===== src/rtl/multicycle_core_pkg.sv =====
// Shared definitions for the multicycle core: opcodes, FSM states, field positions.
package multicycle_core_pkg;

    localparam logic [3:0] OP_LOAD  = 4'h0;
    localparam logic [3:0] OP_STORE = 4'h1;
    localparam logic [3:0] OP_ADD   = 4'h2;
    localparam logic [3:0] OP_LDI   = 4'h3;
    localparam logic [3:0] OP_SUB   = 4'h4;
    localparam logic [3:0] OP_JZ    = 4'h5;
    localparam logic [3:0] OP_AND   = 4'h6;
    localparam logic [3:0] OP_OR    = 4'h7;
    localparam logic [3:0] OP_XOR   = 4'h8;
    localparam logic [3:0] OP_JMP   = 4'h9;
    localparam logic [3:0] OP_HALT  = 4'hF;

    localparam int NUM_REGS = 16;
    localparam int REG_AW   = 4;

    // Instruction field positions
    localparam int OP_HI  = 15;
    localparam int OP_LO  = 12;
    localparam int RD_HI  = 11;
    localparam int RD_LO  = 8;
    localparam int RA_HI  = 7;
    localparam int RA_LO  = 4;
    localparam int RB_HI  = 3;
    localparam int RB_LO  = 0;
    localparam int IMM_HI = 7;
    localparam int IMM_LO = 0;

    typedef enum logic [2:0] {
        S_IDLE,
        S_FETCH,
        S_DECODE,
        S_EXEC,
        S_MEM,
        S_HALT
    } state_t;

    // Opcodes 0..9 execute; HALT is handled separately; A..E trap.
    function automatic logic op_legal(input logic [3:0] op);
        return (op <= OP_JMP);
    endfunction

endpackage


===== src/rtl/mc_regfile.sv =====
// 16-entry register file: three combinational read ports, one synchronous write port.
module mc_regfile #(
    parameter int DATA_W = 8
) (
    input  logic              clk,
    input  logic              reset,
    input  logic              we,
    input  logic [3:0]        waddr,
    input  logic [DATA_W-1:0] wdata,
    input  logic [3:0]        raddr_a,
    input  logic [3:0]        raddr_b,
    output logic [DATA_W-1:0] rdata_a,
    output logic [DATA_W-1:0] rdata_b,
    output logic [DATA_W-1:0] rdata_d
);
    import multicycle_core_pkg::*;

    logic [DATA_W-1:0] regs_q [NUM_REGS];

    // Synchronous clear on reset, otherwise single-port write
    always_ff @(posedge clk) begin
        if (reset) begin
            for (int i = 0; i < NUM_REGS; i++) regs_q[i] <= '0;
        end else if (we) begin
            regs_q[waddr] <= wdata;
        end
    end

    // rd port doubles as the JZ test operand and STORE data
    assign rdata_a = regs_q[raddr_a[REG_AW-1:0]];
    assign rdata_b = regs_q[raddr_b[REG_AW-1:0]];
    assign rdata_d = regs_q[waddr[REG_AW-1:0]];

endmodule


===== src/rtl/multicycle_core.sv =====
// Multi-cycle 16-bit-instruction core: FSM, regfile, ALU, pc, flags and retire counter.
module multicycle_core #(
    parameter int DATA_W = 8,
    parameter int ADDR_W = 8,
    parameter int CNT_W  = 16
) (
    input  logic              clk,
    input  logic              reset,
    input  logic              start,
    output logic              imem_req,
    output logic [ADDR_W-1:0] imem_addr,
    input  logic              imem_ready,
    input  logic [15:0]       imem_rdata,
    output logic              dmem_req,
    output logic              dmem_we,
    output logic [ADDR_W-1:0] dmem_addr,
    output logic [DATA_W-1:0] dmem_wdata,
    input  logic              dmem_ready,
    input  logic [DATA_W-1:0] dmem_rdata,
    output logic [ADDR_W-1:0] pc,
    output logic              zero_flag,
    output logic              carry_flag,
    output logic              halted,
    output logic              illegal,
    output logic [CNT_W-1:0]  instr_count
);
    import multicycle_core_pkg::*;

    state_t            state_q;
    logic [15:0]       ir_q;
    logic [ADDR_W-1:0] pc_q;
    logic              zero_q, carry_q, halted_q, illegal_q;
    logic [CNT_W-1:0]  cnt_q;
    logic              imem_req_q, dmem_req_q, dmem_we_q;
    logic [ADDR_W-1:0] dmem_addr_q;
    logic [DATA_W-1:0] dmem_wdata_q;

    logic [3:0]        op, rd, ra, rb;
    logic [DATA_W-1:0] imm_data;
    logic [ADDR_W-1:0] imm_addr;
    logic [DATA_W-1:0] ra_v, rb_v, rd_v;
    logic [DATA_W-1:0] alu_res;
    logic              alu_c;
    logic [DATA_W:0]   sum_ext;
    logic              is_alu, is_mem;
    logic              rf_we;
    logic [DATA_W-1:0] rf_wdata;

    assign op       = ir_q[OP_HI:OP_LO];
    assign rd       = ir_q[RD_HI:RD_LO];
    assign ra       = ir_q[RA_HI:RA_LO];
    assign rb       = ir_q[RB_HI:RB_LO];
    assign imm_data = DATA_W'(ir_q[IMM_HI:IMM_LO]);
    assign imm_addr = ir_q[ADDR_W-1:0];

    assign is_alu = (op == OP_ADD) || (op == OP_SUB) || (op == OP_AND) ||
                    (op == OP_OR)  || (op == OP_XOR);
    assign is_mem = (op == OP_LOAD) || (op == OP_STORE);

    mc_regfile #(.DATA_W(DATA_W)) u_rf (
        .clk     (clk),
        .reset   (reset),
        .we      (rf_we),
        .waddr   (rd),
        .wdata   (rf_wdata),
        .raddr_a (ra),
        .raddr_b (rb),
        .rdata_a (ra_v),
        .rdata_b (rb_v),
        .rdata_d (rd_v)
    );

    // ALU: result and carry; carry means no-borrow for SUB, cleared by logic ops
    always_comb begin
        alu_res = '0;
        alu_c   = 1'b0;
        sum_ext = '0;
        case (op)
            OP_ADD: begin
                sum_ext = {1'b0, ra_v} + {1'b0, rb_v};
                alu_res = sum_ext[DATA_W-1:0];
                alu_c   = sum_ext[DATA_W];
            end
            OP_SUB: begin
                alu_res = ra_v - rb_v;
                alu_c   = (ra_v >= rb_v);
            end
            OP_AND:  alu_res = ra_v & rb_v;
            OP_OR:   alu_res = ra_v | rb_v;
            OP_XOR:  alu_res = ra_v ^ rb_v;
            default: ;
        endcase
    end

    // Register write: ALU/LDI at end of EXEC, LOAD on the dmem ready edge
    always_comb begin
        rf_we    = 1'b0;
        rf_wdata = alu_res;
        if (state_q == S_EXEC && (is_alu || op == OP_LDI)) begin
            rf_we    = 1'b1;
            rf_wdata = (op == OP_LDI) ? imm_data : alu_res;
        end else if (state_q == S_MEM && dmem_ready && !dmem_we_q) begin
            rf_we    = 1'b1;
            rf_wdata = dmem_rdata;
        end
    end

    // Controller: state, pc, flags, counter and registered memory handshakes
    always_ff @(posedge clk) begin
        if (reset) begin
            state_q      <= S_IDLE;
            ir_q         <= '0;
            pc_q         <= '0;
            zero_q       <= 1'b0;
            carry_q      <= 1'b0;
            halted_q     <= 1'b0;
            illegal_q    <= 1'b0;
            cnt_q        <= '0;
            imem_req_q   <= 1'b0;
            dmem_req_q   <= 1'b0;
            dmem_we_q    <= 1'b0;
            dmem_addr_q  <= '0;
            dmem_wdata_q <= '0;
        end else begin
            case (state_q)
                S_IDLE: begin
                    if (start) begin
                        state_q    <= S_FETCH;
                        imem_req_q <= 1'b1;
                    end
                end
                S_FETCH: begin
                    if (imem_ready) begin
                        ir_q       <= imem_rdata;
                        pc_q       <= pc_q + ADDR_W'(1);
                        imem_req_q <= 1'b0;
                        state_q    <= S_DECODE;
                    end
                end
                S_DECODE: begin
                    if (op == OP_HALT) begin
                        state_q  <= S_HALT;
                        halted_q <= 1'b1;
                    end else if (!op_legal(op)) begin
                        state_q   <= S_HALT;
                        halted_q  <= 1'b1;
                        illegal_q <= 1'b1;
                    end else begin
                        state_q <= S_EXEC;
                    end
                end
                S_EXEC: begin
                    if (is_alu) begin
                        zero_q  <= (alu_res == '0);
                        carry_q <= alu_c;
                    end
                    // Jump target overrides the increment done in FETCH
                    if (op == OP_JMP || (op == OP_JZ && rd_v == '0)) pc_q <= imm_addr;
                    if (is_mem) begin
                        state_q     <= S_MEM;
                        dmem_req_q  <= 1'b1;
                        dmem_we_q   <= (op == OP_STORE);
                        dmem_addr_q <= imm_addr;
                        if (op == OP_STORE) dmem_wdata_q <= rd_v;
                    end else begin
                        state_q    <= S_FETCH;
                        imem_req_q <= 1'b1;
                        cnt_q      <= cnt_q + CNT_W'(1);
                    end
                end
                S_MEM: begin
                    if (dmem_ready) begin
                        dmem_req_q <= 1'b0;
                        dmem_we_q  <= 1'b0;
                        state_q    <= S_FETCH;
                        imem_req_q <= 1'b1;
                        cnt_q      <= cnt_q + CNT_W'(1);
                    end
                end
                S_HALT:  ;
                default: state_q <= S_IDLE;
            endcase
        end
    end

    assign imem_req    = imem_req_q;
    assign imem_addr   = pc_q;
    assign dmem_req    = dmem_req_q;
    assign dmem_we     = dmem_we_q;
    assign dmem_addr   = dmem_addr_q;
    assign dmem_wdata  = dmem_wdata_q;
    assign pc          = pc_q;
    assign zero_flag   = zero_q;
    assign carry_flag  = carry_q;
    assign halted      = halted_q;
    assign illegal     = illegal_q;
    assign instr_count = cnt_q;

endmodule


===== config.mk =====
export PLATFORM = sky130hd
export DESIGN_NAME = multicycle_core
export DESIGN_NICKNAME = d
export VERILOG_FILES = /design/src/rtl/multicycle_core_pkg.sv /design/src/rtl/mc_regfile.sv /design/src/rtl/multicycle_core.sv
export SDC_FILE = /design/constraint.sdc
export NUM_CORES = 1
export LEC_CHECK = 0
export CAP_MARGIN = 0
export CORE_ASPECT_RATIO = 1.75
export CORE_MARGIN = 3
export CORE_UTILIZATION = 27
export CTS_CLUSTER_DIAMETER = 40
export DETAILED_ROUTE_END_ITERATION = 8
export PLACE_DENSITY = 0.45
export SLEW_MARGIN = 10
export SYNTH_ARGS = -nofsm -noshare
export SYNTH_HDL_FRONTEND = slang
export SYNTH_SLANG_ARGS = --single-unit

===== constraint.sdc =====
create_clock -name clk -period 4.3 [get_ports clk]
set_input_delay 0.86 -clock clk [delete_from_list [all_inputs] [get_ports clk]]
set_output_delay 0.86 -clock clk [all_outputs]
set_load 0.03 [all_outputs]

Word level (Yosys, flattened, before mapping)
Memory sizes are Yosys's and may differ from the RTL's. A register that Yosys moved wholly into a read port is not among the register bits.
Index checks and enable logic that the tools add are counted.
Word-level totals
  bits in registers: 66
  word-level logic and storage cells: 125
  memories: 1
  input port bits: 29
  bits in writable memories: 128
Cells by class
  order comparisons: 2
  mux-type cells: 46
  bitwise logic cells: 6
  reductions and logical operators: 31
  add/subtract/negate cells: 4
  eq/ne operators: 22
Memory list
  u_rf.regs_q: depth 16, bits a word 8, rd ports 3, clocked after memory_dff 3, write ports 16, line mc_regfile.sv:18  | logic [DATA_W-1:0] regs_q [NUM_REGS];
Operators with widths (number)
  $mux W8: 6
  $pmux W8 S5: 1
  $mux W16: 2
  $pmux W16 S2: 1
  $mux W4: 7
  $mux W3: 6
  $pmux W3 S6: 1
  $mux W1: 17
  $add A16 B1 Y16 const B: 1
  $eq A4 B3 Y1 const B: 4
  $logic_not A8 Y1: 2
  $pmux W8 S2: 1
  $reduce_and A3 Y1: 5
  $eq A4 B4 Y1 const B: 3
  $ne A2 B2 Y1 const B: 6
  $add A8 B8 Y9: 1
  $add A8 B1 Y8 const B: 1
  $and A8 B8 Y8: 1
  $eq A4 B2 Y1 const B: 2
  $ge A8 B8 Y1: 1
  $or A8 B8 Y8: 1
  $reduce_and A2 Y1: 4
  $reduce_or A8 Y1: 1
  $sub A8 B8 Y8: 1
  other kinds (19): 35

Longest topological paths before layout
Gate-level depths: netlist (run 1).
  depth after elaboration: 13
  depth in mapped cells: 15
  gate-level depth less buffers: 12

Cells and area by module
Synthesis (run 1) repeated with hierarchy kept, for this count alone.
Unflattened totals
  cell total of the unflattened synthesis: 1089
  area total of the unflattened synthesis: 12101.6 um^2
By module, submodules not included
  mc_regfile: area each 7763.7 um^2, times used 1, cells an instance 516, sequential area each 3843.7 um^2
  multicycle_core: area each 4337.9 um^2, times used 1, cells an instance 573, sequential area each 1321.3 um^2

Worst setup path before layout (run 1)
Ideal clock, no wire load.
  path type: reg-to-reg
  start point: register (tool-made name)
  end point: memory u_rf.regs_q[0][6], data pin
  cell stages (with the launch flop): 15
  arrival time: 4.258 ns
  period minus slack after synthesis: 4.528 ns
  slack: -0.228 ns
  cell sequence: dfxtp_1 clkbuf_1 buf_1 mux4_2 mux4_2 ha_1 fa_1 a21o_1 a21oi_1 o21bai_1 a21o_1 and3_1 o31ai_2 buf_2 a21oi_1
RTL lines (line)
  end, declared: mc_regfile.sv:18

==> results of run 1 <==
-- final cells by class --
cell class | instances | area, µm² | share of cell area [%]
clock buffers | 33 | 740.7 | 5.029
clock inverters | 16 | 183.9 | 1.249
inverters | 33 | 123.9 | 0.8410
multi-input cells | 738 | 6111 | 41.49
flip-flops and latches | 206 | 5409 | 36.72
well taps | 566 | 708.2 | 4.808
repair buffers | 151 | 1453 | 9.862
-- cells in the final DEF (no fill, tap or decap), types with 6 or more instances in the layout --
master           netlist  layout
nand4_1                9       9
mux2i_1               14      14
nor2_1               148     148
ha_1                  26      26
mux4_2               110     110
nor2b_1                6       6
clkbuf_16              0      29
and2_1                 7       7
nand3_1                8       8
nand2b_1               8       8
inv_1                 32      32
o31ai_1                8       8
nor3b_1                6       6
o311ai_1               6       6
clkdlybuf4s50_1        0      82
nand2_1              126     126
xor2_1                 8       8
a22oi_1               15      15
dfxtp_1               78      75
o21ai_0               21      21
a21oi_1               98      98
buf_12                 0       9
nor3_1                13      13
edfxtp_1             128     128
buf_4                  8      58
and3_1                 9       9
-- power groups by stage --
stage / combinational [mW] / sequential (mW) / clock (mW)
finish: 0.982 / 2.25 / 2.31
global route: 1.06 / 2.26 / 2.44
CTS: 0.983 / 2.25 / 2.37
detailed placement: 0.980 / 2.29 / 0
global placement: 0.976 / 2.29 / 0
floorplan: 0.629 / 2.25 / 0
-- state kept, by name (all words and copies together), names as in the netlist, 3 cells and up, named ones only --
name,flops
dmem_addr,8
imem_addr,8
u_rf.regs_q,128
ir_q,16
instr_count,16
state_q,3
dmem_wdata,8
-- critical path, cell delays in order, from the launching register on --
cell and delay [ns]:
dfxtp_2 0.43, buf_12 0.17, mux4_2 0.51, mux4_2 0.53, ha_1 0.25, fa_1 0.44
a21o_1 0.20, a21oi_1 0.22, o21bai_1 0.10, a21o_1 0.21, and3_1 0.18, o31ai_2 0.27
buf_6 0.23, a21oi_1 0.10
-- routing by layer --
layer / up-vias / wire length, µm
li1: 4178 / -
met1: 4625 / 14070
met2: 333 / 24390
met3: 107 / 1749
met4: 0 / 2769
met5: - / 0
-- cells by family (layout without fill, tap and decap cells) --
family | Yosys count | count (layout) | synth area share, %
simple gates | 367 | 367 | 13.78
flops | 206 | 206 | 45.04
compound gates | 203 | 203 | 10.67
mux | 127 | 127 | 22.37
buf+inv | 115 | 233 | 4.149
fa+ha+maj | 28 | 28 | 3.044
xor+xnor | 13 | 13 | 0.9487
-- path summary, 6_finish.rpt --
kind	depth (start not counted)	end	slack, ns	from
min	2	halted	0.45	halted
max	13	u_rf.regs_q[4][6]	0.17	register
min reg2reg	2	halted	0.45	halted
max reg2reg	13	u_rf.regs_q[4][6]	0.17	register
-- through the flow --
step,utilization (%),area [µm²],hold WS [ns],setup WS (ns),cells
global route,33.78,14730,0.4781,0.007443,1743
finish,33.78,14730,0.4537,0.1695,1743
floorplan,-,12010,0.4588,0.04798,1059
CTS,33.76,14720,0.4544,0.1158,1743
global placement,31.64,13790,0.4375,0.1358,1694
detailed placement,31.64,13790,0.4443,0.1313,1694
==> results by group, run 1 <==
Cells and area
  • Final #Nets: 1214
  • Area Growth Syn to Fin: 22.73%
  • Diodes inserted: 0
  • Fillers: 4341
  • Ratio of cells with drive above 1 in the final layout: 21.07%

Critical path
  • CP max FO: 16
  • WP data arrival: 4.39 ns
  • Worst EP required: 4.56 ns
  • Worst setup SP type: register
  • Critical path endpoint category: register
  • WS Path Type: register to register

Synth
  • Synth area leaders: edfxtp_1 32%, mux4_2 21%, dfxtp_1 13%
  • Main flop type after synthesis: edfxtp_1
  • Mapped cell area: 12000 µm²
  • Sequential share of the synthesized area: 45.04%
  • Post-synth EDFFs: 128
  • Post-synthesis net count: 1116
  • Mapped Avg Cell Area: 11.33 µm²
  • Synth top area share: 32.03%
  • Most common cell in the netlist: nor2_1
  • Post-synth top cells: 148 x nor2_1, 128 x edfxtp_1, 126 x nand2_1
  • Area leader, netlist: edfxtp_1
  • Cells after Synth: 1059
  • Synth Register Bits: 206
  • Asr flop ratio synth: 0%
  • Yosys Warn Count: 0
  • Synth cell types: 75

Pwr
  • Leak Pwr: 4.889 nW
  • Worst VDD drop: 0.0002645 V
  • Sw Pwr: 1.635 mW
  • Internal power: 3.914 mW
  • Pwr Density: 376.7 nW/µm²
  • Reg power frac: 40.6%
  • Logic pwr share: 17.7%
  • Tot Pwr: 5.548 mW
  • Sw Share: 29.46%
  • Clock share of power: 41.7%

Route
  • Routed Wire Length: 42.98 mm
  • Drt first pass iters: 5
  • DRC viols: 0
  • DRT antenna net count: 0
  • DR vias/cell: 5.303
  • WL/cell: 24.66 µm
  • Via count: 9243
  • Initial DRC Count: 657

GRT
  • Number of global-route vias before repair: 9721
  • First-pass GRT wire length: 64.00 mm
  • Met1 Track Usage GR: 18.37%
  • Largest net degree at the start of global routing: 65
  • Overflow after GRT: 0
  • Gr busiest metal: met2
  • Antenna violations before repair: 0
  • GRT Overall Usage: 18.42%
  • Met2 GRT Util: 35.92%
  • Met3 Use GR: 1.962%

Floorplanning
  • Row Count: 101
  • Number of I/O pins: 84
  • Die Area: 47120 µm²
  • Die X: 165.4 µm
  • Initial Utilization: 27.53%
  • Core area: 43600 µm²
  • Die height: 284.9 µm

Timing
  • Tcrit/Tclk final: 96.06%
  • RSZ-0062 raised after global routing: false
  • Slew Viols, Final: 0
  • Setup TNS Final: 0 ns
  • Fin Clk Skew: 0.01809 ns
  • Normalized max-slew margin: 41.45%
  • Worst Max-Slew Pin Slew: 0.8716 ns
  • Final hold violation count: 0
  • Fmax: 242.1 MHz
  • Final setup fails: 0
  • Min Tclk post-route: 4.131 ns

CTS
  • TritonCTS buffer count: 27
  • Longest Clk Path Bufs: 3
  • CTS H-Tree Depth: 1
  • CTS tree: built
  • Clock Latency Late Sink: 0.55 ns
  • Clk slew on worst S/H paths: 0.07 ns
  • Resized cells post-CTS: 0
  • Clk root buf: clkbuf_16
  • CTS Hold Bufs: 0
  • CTS sink cnt: 206
  • Post-CTS Setup Bufs: 0

Worst hold path
  • HP Class: register to register

Place
  • DP Wirelength: 33.81 mm
  • Port bufs: 83
  • GP Congestion: 0.9040

Status
  • Status: complete, no violations

Run
  • MaxCap Viol Count: 0
(Power assumes the default switching activity.)
==> run 2: changes to the inputs <==
--- a/config.mk
+++ b/config.mk
@@ -5,11 +5,11 @@
 export SDC_FILE = /design/constraint.sdc
 export NUM_CORES = 1
 export LEC_CHECK = 0
-export CAP_MARGIN = 0
 export CORE_ASPECT_RATIO = 1.75
 export CORE_MARGIN = 3
 export CORE_UTILIZATION = 27
 export CTS_CLUSTER_DIAMETER = 40
+export CTS_CLUSTER_SIZE = 28
 export DETAILED_ROUTE_END_ITERATION = 8
 export PLACE_DENSITY = 0.45
 export SLEW_MARGIN = 10
==> results by group, run 2 (synthesis gave the netlist of run 1 again) <==
Timing
  • Min Tclk post-route: 4.135 ns (+0.004370 ns)
  • RSZ-0062 raised after global routing: false
  • Normalized max-slew margin: 43.04% (+1.6 points)
  • Fin Clk Skew: 0.01868 ns (+0.0005844 ns)
  • Final setup fails: 0 (unchanged)
  • Worst Max-Slew Pin Slew: 0.8479 ns (-0.02366 ns)
  • Setup TNS Final: 0 ns (unchanged)
  • Final hold violation count: 0 (unchanged)
  • Slew Viols, Final: 0 (unchanged)
  • Tcrit/Tclk final: 96.16% (+0.10 points)
  • Fmax: 241.8 MHz (-0.11%)

CTS
  • CTS Hold Bufs: 0 (unchanged)
  • CTS H-Tree Depth: 1 (unchanged)
  • Clk root buf: clkbuf_16
  • Clk slew on worst S/H paths: 0.07 ns (about the same)
  • CTS sink cnt: 206 (unchanged)
  • CTS tree: built
  • TritonCTS buffer count: 25 (-7.4%)
  • Longest Clk Path Bufs: 3 (unchanged)
  • Clock Latency Late Sink: 0.54 ns (about the same)

Critical path
  • CP max FO: 8 (-8)
  • WP data arrival: 4.38 ns (about the same)
  • CP peak stage delay: 0.53 ns (about the same)
  • Worst-path cell chain: buf_12, mux4_2, mux4_2, ha_1, fa_1, a21o_1, a21oi_1, o21bai_1, a21o_1, and3_1, o31ai_4, buf_6, a21oi_1
  • Worst setup SP type: register
  • Worst EP required: 4.55 ns (about the same)
  • CP max stage cell: mux4_2
  • WS Path Type: register to register
  • Critical path endpoint category: register

Pwr
  • Tot Pwr: 5.445 mW (-1.9%)
  • Leak Pwr: 4.866 nW (-0.48%)
  • Worst VDD drop: 0.0002545 V (-3.8%)
  • Pwr Density: 370.8 nW/µm² (-1.6%)

GRT
  • Met2 GRT Util: 35.98% (+0.051 points)
  • Number of global-route vias before repair: 9685 (-0.37%)
  • GRT Overall Usage: 18.40% (-0.023 points)
  • First-pass GRT wire length: 63.79 mm (-0.33%)
  • Overflow after GRT: 0 (unchanged)
  • Met3 Use GR: 2.006% (+0.044 points)
  • Met1 Track Usage GR: 18.26% (-0.11 points)
  • Gr busiest metal: met2
  • Antenna violations before repair: 0 (unchanged)
  • Largest net degree at the start of global routing: 65 (unchanged)

Cells and area
  • Finished Layout Cells: 1738 (-0.29%)
  • Fillers: 4333 (-0.18%)
  • Leading cell type in the layout, fill and taps excluded: nor2_1
  • Most frequent cells in the layout: 148 x nor2_1, 128 x edfxtp_1, 126 x nand2_1
  • Ratio of cells with drive above 1 in the final layout: 21.16% (+0.090 points)
  • Final #Nets: 1213 (-0.082%)
  • Number of flip-flops in the largest register: 128 (unchanged)
  • Diodes inserted: 0 (unchanged)
  • Largest reg by FF count: u_rf.regs_q
  • Area Growth Syn to Fin: 22.33%

Route
  • Initial DRC Count: 704 (+7.2%)
  • Drt first pass iters: 5 (unchanged)
  • DRC viols: 0 (unchanged)
  • DR vias/cell: 5.337 (+0.63%)
  • DRT antenna net count: 0 (unchanged)
  • Routed Wire Length: 43.05 mm (+0.17%)
  • WL/cell: 24.77 µm (+0.46%)
  • Via count: 9275 (+0.35%)

Status
  • Status: complete, no violations

Floorplanning
  • Die Area: 47120 µm² (unchanged)
  • Core area: 43600 µm² (unchanged)
  • Die height: 284.9 µm (unchanged)
  • Row Count: 101 (unchanged)
  • Number of I/O pins: 84 (unchanged)
  • Initial Utilization: 27.53% (unchanged)
  • Die X: 165.4 µm (unchanged)

Run
  • MaxCap Viol Count: 0 (unchanged)

Place
  • Port bufs: 83 (unchanged)
  • GP Congestion: 0.9040 (unchanged)
  • DP Wirelength: 33.81 mm (unchanged)
  • Placed Instances: 1694 (unchanged)

Worst hold path
  • HP Class: register to register
-- run 2: cell count changes in the layout (fill, tap and decap cells not counted), sizes merged --
cell	before	now
buf	69	70
bufinv	1	0
clkbuf	33	26
clkinv	9	5
inv	38	44
-- run 2: timing repair --
item | CTS | global route
resized for setup | 0 | 8
setup buffers | 0 | 0
endpoints found under the setup margin | 0 | 16
-- run 2: layout make-up --
type	instances	area [µm²]	area share [%]
tap	566	708.2	4.824
clock buffer	26	650.6	4.432
sequential	206	5411	36.86
inverter	33	123.9	0.8437
clock inverter	17	200.2	1.364
timing repair buffer	152	1464	9.971
multi-input combinational	738	6123	41.71
-- run 2: power by group --
part / switching, mW / total, mW / internal, mW
Combinational: 0.568 / 1.00 / 0.434
Sequential: 0.0912 / 2.25 / 2.16
Clock: 1.02 / 2.19 / 1.18
-- run 2: layer usage --
| layer | vias up | wire length [µm] |
|---|---|---|
| met1 | 4670 | 14060 |
| met3 | 99 | 1692 |
| met2 | 336 | 24590 |
| met4 | 0 | 2712 |
| met5 | - | 0 |
| li1 | 4170 | - |
-- run 2: worst paths after layout --
check                              start                 to  slack (ns)  cells past startpoint
worst min-delay path              halted             halted        0.45                      2
worst min register to register    halted             halted        0.45                      2
worst max register to register  register  u_rf.regs_q[4][6]        0.17                     13
worst max-delay path            register  u_rf.regs_q[4][6]        0.17                     13
-- run 2: worst max-delay path, delay by kind of cell (launching register included) --
kind / cells / cell delay (ns)
compound gates: 6 / 1.14
buf+inv: 2 / 0.36
flops: 1 / 0.41
fa+ha+maj: 2 / 0.69
mux: 2 / 1.04
simple gates: 1 / 0.20
-- run 2: per-stage QoR --
stage / setup slack, ns / area (µm²) / util [%] / hold slack (ns)
finish: 0.1651 / 14680 / 33.67 / 0.4531
global route: 0.01056 / 14680 / 33.67 / 0.4795
CTS: 0.1050 / 14650 / 33.59 / 0.4557
detailed placement: 0.1313 / 13790 / 31.64 / 0.4443
global placement: 0.1358 / 13790 / 31.64 / 0.4375
floorplan: 0.04798 / 12010 / - / 0.4588
==> run 3: changes to the inputs <==
--- a/config.mk
+++ b/config.mk
@@ -5,14 +5,16 @@
 export SDC_FILE = /design/constraint.sdc
 export NUM_CORES = 1
 export LEC_CHECK = 0
+export CELL_PAD_IN_SITES_DETAIL_PLACEMENT = 1
+export CELL_PAD_IN_SITES_GLOBAL_PLACEMENT = 1
 export CORE_ASPECT_RATIO = 1.75
 export CORE_MARGIN = 3
 export CORE_UTILIZATION = 27
 export CTS_CLUSTER_DIAMETER = 40
 export CTS_CLUSTER_SIZE = 28
 export DETAILED_ROUTE_END_ITERATION = 8
-export PLACE_DENSITY = 0.45
-export SLEW_MARGIN = 10
+export PLACE_DENSITY = 0.53
+export SLEW_MARGIN = 20
 export SYNTH_ARGS = -nofsm -noshare
 export SYNTH_HDL_FRONTEND = slang
 export SYNTH_SLANG_ARGS = --single-unit
==> results by group, run 3 (synthesis gave the netlist of run 1 again) <==
Status
  • Status: complete, no violations

Place
  • DP Wirelength: 37.01 mm (+9.5%)
  • Placed Instances: 1697 (+0.18%)
  • Port bufs: 83 (unchanged)
  • Post-Place Cell Area: 13830 µm² (+0.25%)
  • GP Congestion: 0.9081 (+0.45%)

Cells and area
  • Finished Layout Cells: 1745 (+0.40%)
  • Post-route cell area: 14800 µm² (+0.83%)
  • Number of flip-flops in the largest register: 128 (unchanged)
  • Fillers: 4743 (+9.5%)
  • Final Util: 33.95% (+0.28 points)
  • Largest reg by FF count: u_rf.regs_q
  • Most frequent cells in the layout: 148 x nor2_1, 128 x edfxtp_1, 126 x nand2_1
  • Ratio of cells with drive above 1 in the final layout: 21.88% (+0.72 points)
  • Final #Nets: 1216 (+0.25%)
  • Area Growth Syn to Fin: 23.34%
  • Diodes inserted: 0 (unchanged)
  • Leading cell type in the layout, fill and taps excluded: nor2_1

Timing
  • RSZ-0062 raised after global routing: false
  • Slew Viols, Final: 0 (unchanged)
  • Final setup fails: 0 (unchanged)
  • Tcrit/Tclk final: 94.60% (-1.6 points)
  • Setup TNS Final: 0 ns (unchanged)
  • Final hold violation count: 0 (unchanged)
  • Min Tclk post-route: 4.068 ns (-0.06687 ns)
  • Normalized max-slew margin: 41.27% (-1.8 points)
  • Worst Max-Slew Pin Slew: 0.8717 ns (+0.02378 ns)
  • Fin Clk Skew: 0.01543 ns (-0.003248 ns)
  • Fmax: 245.8 MHz (+1.6%)

Critical path
  • Worst EP required: 4.72 ns (+0.17 ns)
  • CP max FO: 16 (+8)
  • Reg-to-Reg End: u_rf.regs_q[0][4]
  • Worst setup SP type: register
  • Worst-path cell chain: buf_12, mux4_2, mux4_2, ha_1, fa_1, o21ba_2, o21bai_1, buf_4, a211oi_1, o32ai_1, a21oi_2, buf_4, o2bb2ai_1, buf_12, nor2_1
  • CP max stage cell: mux4_2
  • FF-to-FF path depth: 15 (+2)
  • Critical path endpoint category: register
  • WS Path Type: register to register
  • R2r setup slk: 0.23 ns (+0.07 ns)
  • CP peak stage delay: 0.53 ns (about the same)
  • WP data arrival: 4.49 ns (+0.11 ns)

Route
  • DRT antenna net count: 0 (unchanged)
  • Routed Wire Length: 47.03 mm (+9.2%)
  • Initial DRC Count: 641 (-8.9%)
  • WL/cell: 26.95 µm (+8.8%)
  • Drt first pass iters: 5 (unchanged)
  • DRC viols: 0 (unchanged)
  • Via count: 9408 (+1.4%)
  • DR vias/cell: 5.391 (+1.0%)

GRT
  • First-pass GRT wire length: 68.84 mm (+7.9%)
  • Number of global-route vias before repair: 10080 (+4.0%)
  • Overflow after GRT: 0 (unchanged)
  • GRT Overall Usage: 20.03% (+1.6 points)
  • Largest net degree at the start of global routing: 61 (-6.2%)
  • Antenna violations before repair: 0 (unchanged)

Floorplanning
  • Die Area: 47120 µm² (unchanged)
  • Row Count: 101 (unchanged)
  • Die height: 284.9 µm (unchanged)
  • Initial Utilization: 27.53% (unchanged)
  • Core area: 43600 µm² (unchanged)
  • Number of I/O pins: 84 (unchanged)
  • Die X: 165.4 µm (unchanged)

CTS
  • Clock Latency Late Sink: 0.56 ns (+0.02 ns)
  • Clk root buf: clkbuf_16
  • Post-CTS Setup Bufs: 0 (unchanged)
  • CTS H-Tree Depth: 1 (unchanged)
  • Clk slew on worst S/H paths: 0.07 ns (about the same)
  • Longest Clk Path Bufs: 3 (unchanged)
  • TritonCTS buffer count: 26 (+4.0%)
  • CTS sink cnt: 206 (unchanged)
  • CTS tree: built

Worst hold path
  • HP Class: register to register
  • Hold Crit Start: halted
  • Hold depth: 2 (unchanged)
  • Hold EP: halted

Pwr
  • Reg power frac: 39.8% (-1.5 points)
  • Leak Pwr: 4.926 nW (+1.2%)
  • Internal power: 3.934 mW (+4.4%)
  • Sw Share: 30.51% (-0.27 points)
  • Pwr Density: 382.4 nW/µm² (+3.1%)
  • Logic pwr share: 18.3% (about the same)
  • Sw Pwr: 1.727 mW (+3.0%)
  • Worst VDD drop: 0.0002970 V (+17%)
  • Clock share of power: 41.9% (+1.6 points)

Run
  • MaxCap Viol Count: 0 (unchanged)
run 3: cell types whose count changed in the layout (fill, tap and decap cells not counted), sizes merged:
cell and change:
buf +2, clkbuf +1, inv -3, clkinv +5, bufinv +2
run 3: worst max-delay path: cells and delay by family (launching register included):
kind,cells,cell delay [ns]
mux,2,1.04
compound gates,6,1.06
flops,1,0.34
buf+inv,4,0.68
fa+ha+maj,2,0.66
simple gates,1,0.11
run 3: power by group through the flow:
| stage | sequential, mW | clock (mW) | combinational (mW) |
|---|---|---|---|
| finish | 2.25 | 2.37 | 1.04 |
| global route | 2.26 | 2.50 | 1.12 |
| CTS | 2.25 | 2.43 | 1.03 |
| detailed placement | 2.30 | 0 | 1.03 |
| global placement | 2.29 | 0 | 1.02 |
| floorplan | 2.25 | 0 | 0.629 |
run 3: final cells by class:
| type | instances | area [µm²] | area share, % |
|---|---|---|---|
| Sequential cell | 206 | 5411 | 36.56 |
| Clock inverter | 21 | 270.3 | 1.826 |
| Inverter | 33 | 123.9 | 0.8368 |
| Timing Repair Buffer | 154 | 1484 | 10.02 |
| Tap cell | 566 | 708.2 | 4.784 |
| Clock buffer | 27 | 675.6 | 4.564 |
| Multi-Input combinational cell | 738 | 6130 | 41.41 |
run 3: worst max-delay path by stage:
| stage | end | slack [ns] | startpoint |
|---|---|---|---|
| 2_1_floorplan | u_rf.regs_q[0][6] | 0.05 | register |
| 3_3_place_gp | u_rf.regs_q[15][7] | 0.15 | register |
| 3_5_place_dp | u_rf.regs_q[2][7] | 0.12 | register |
| 4_1_cts | zero_flag | 0.09 | register |
| 5_1_grt | u_rf.regs_q[15][4] | 0.03 | register |
| 6_report | u_rf.regs_q[0][4] | 0.23 | register |
run 3: timing repair:
| action | in CTS | in global routing |
|---|---|---|
| endpoints found under the setup margin | 0 | 81 |
| hold buffers | 0 | 0 |
| resized for setup | 0 | 6 |
| endpoints found under the hold margin | 0 | 0 |
run 3: per-stage QoR:
stage | power, mW | hold slack, ns | setup slack, ns
final | 5.660 | 0.4489 | 0.2320
after global routing | 5.882 | 0.4750 | 0.02678
after CTS | 5.719 | 0.4505 | 0.08747
after detailed placement | 3.328 | 0.4398 | 0.1160
after global placement | 3.317 | 0.4354 | 0.1507
after floorplan | 2.882 | 0.4588 | 0.04798
run 3: per-layer routing:
metal	GRT usage, %	routed length (µm)
met1	19.54	14950
met2	39.38	26940
met3	1.948	1903
met4	11.63	3248
met5	0	0
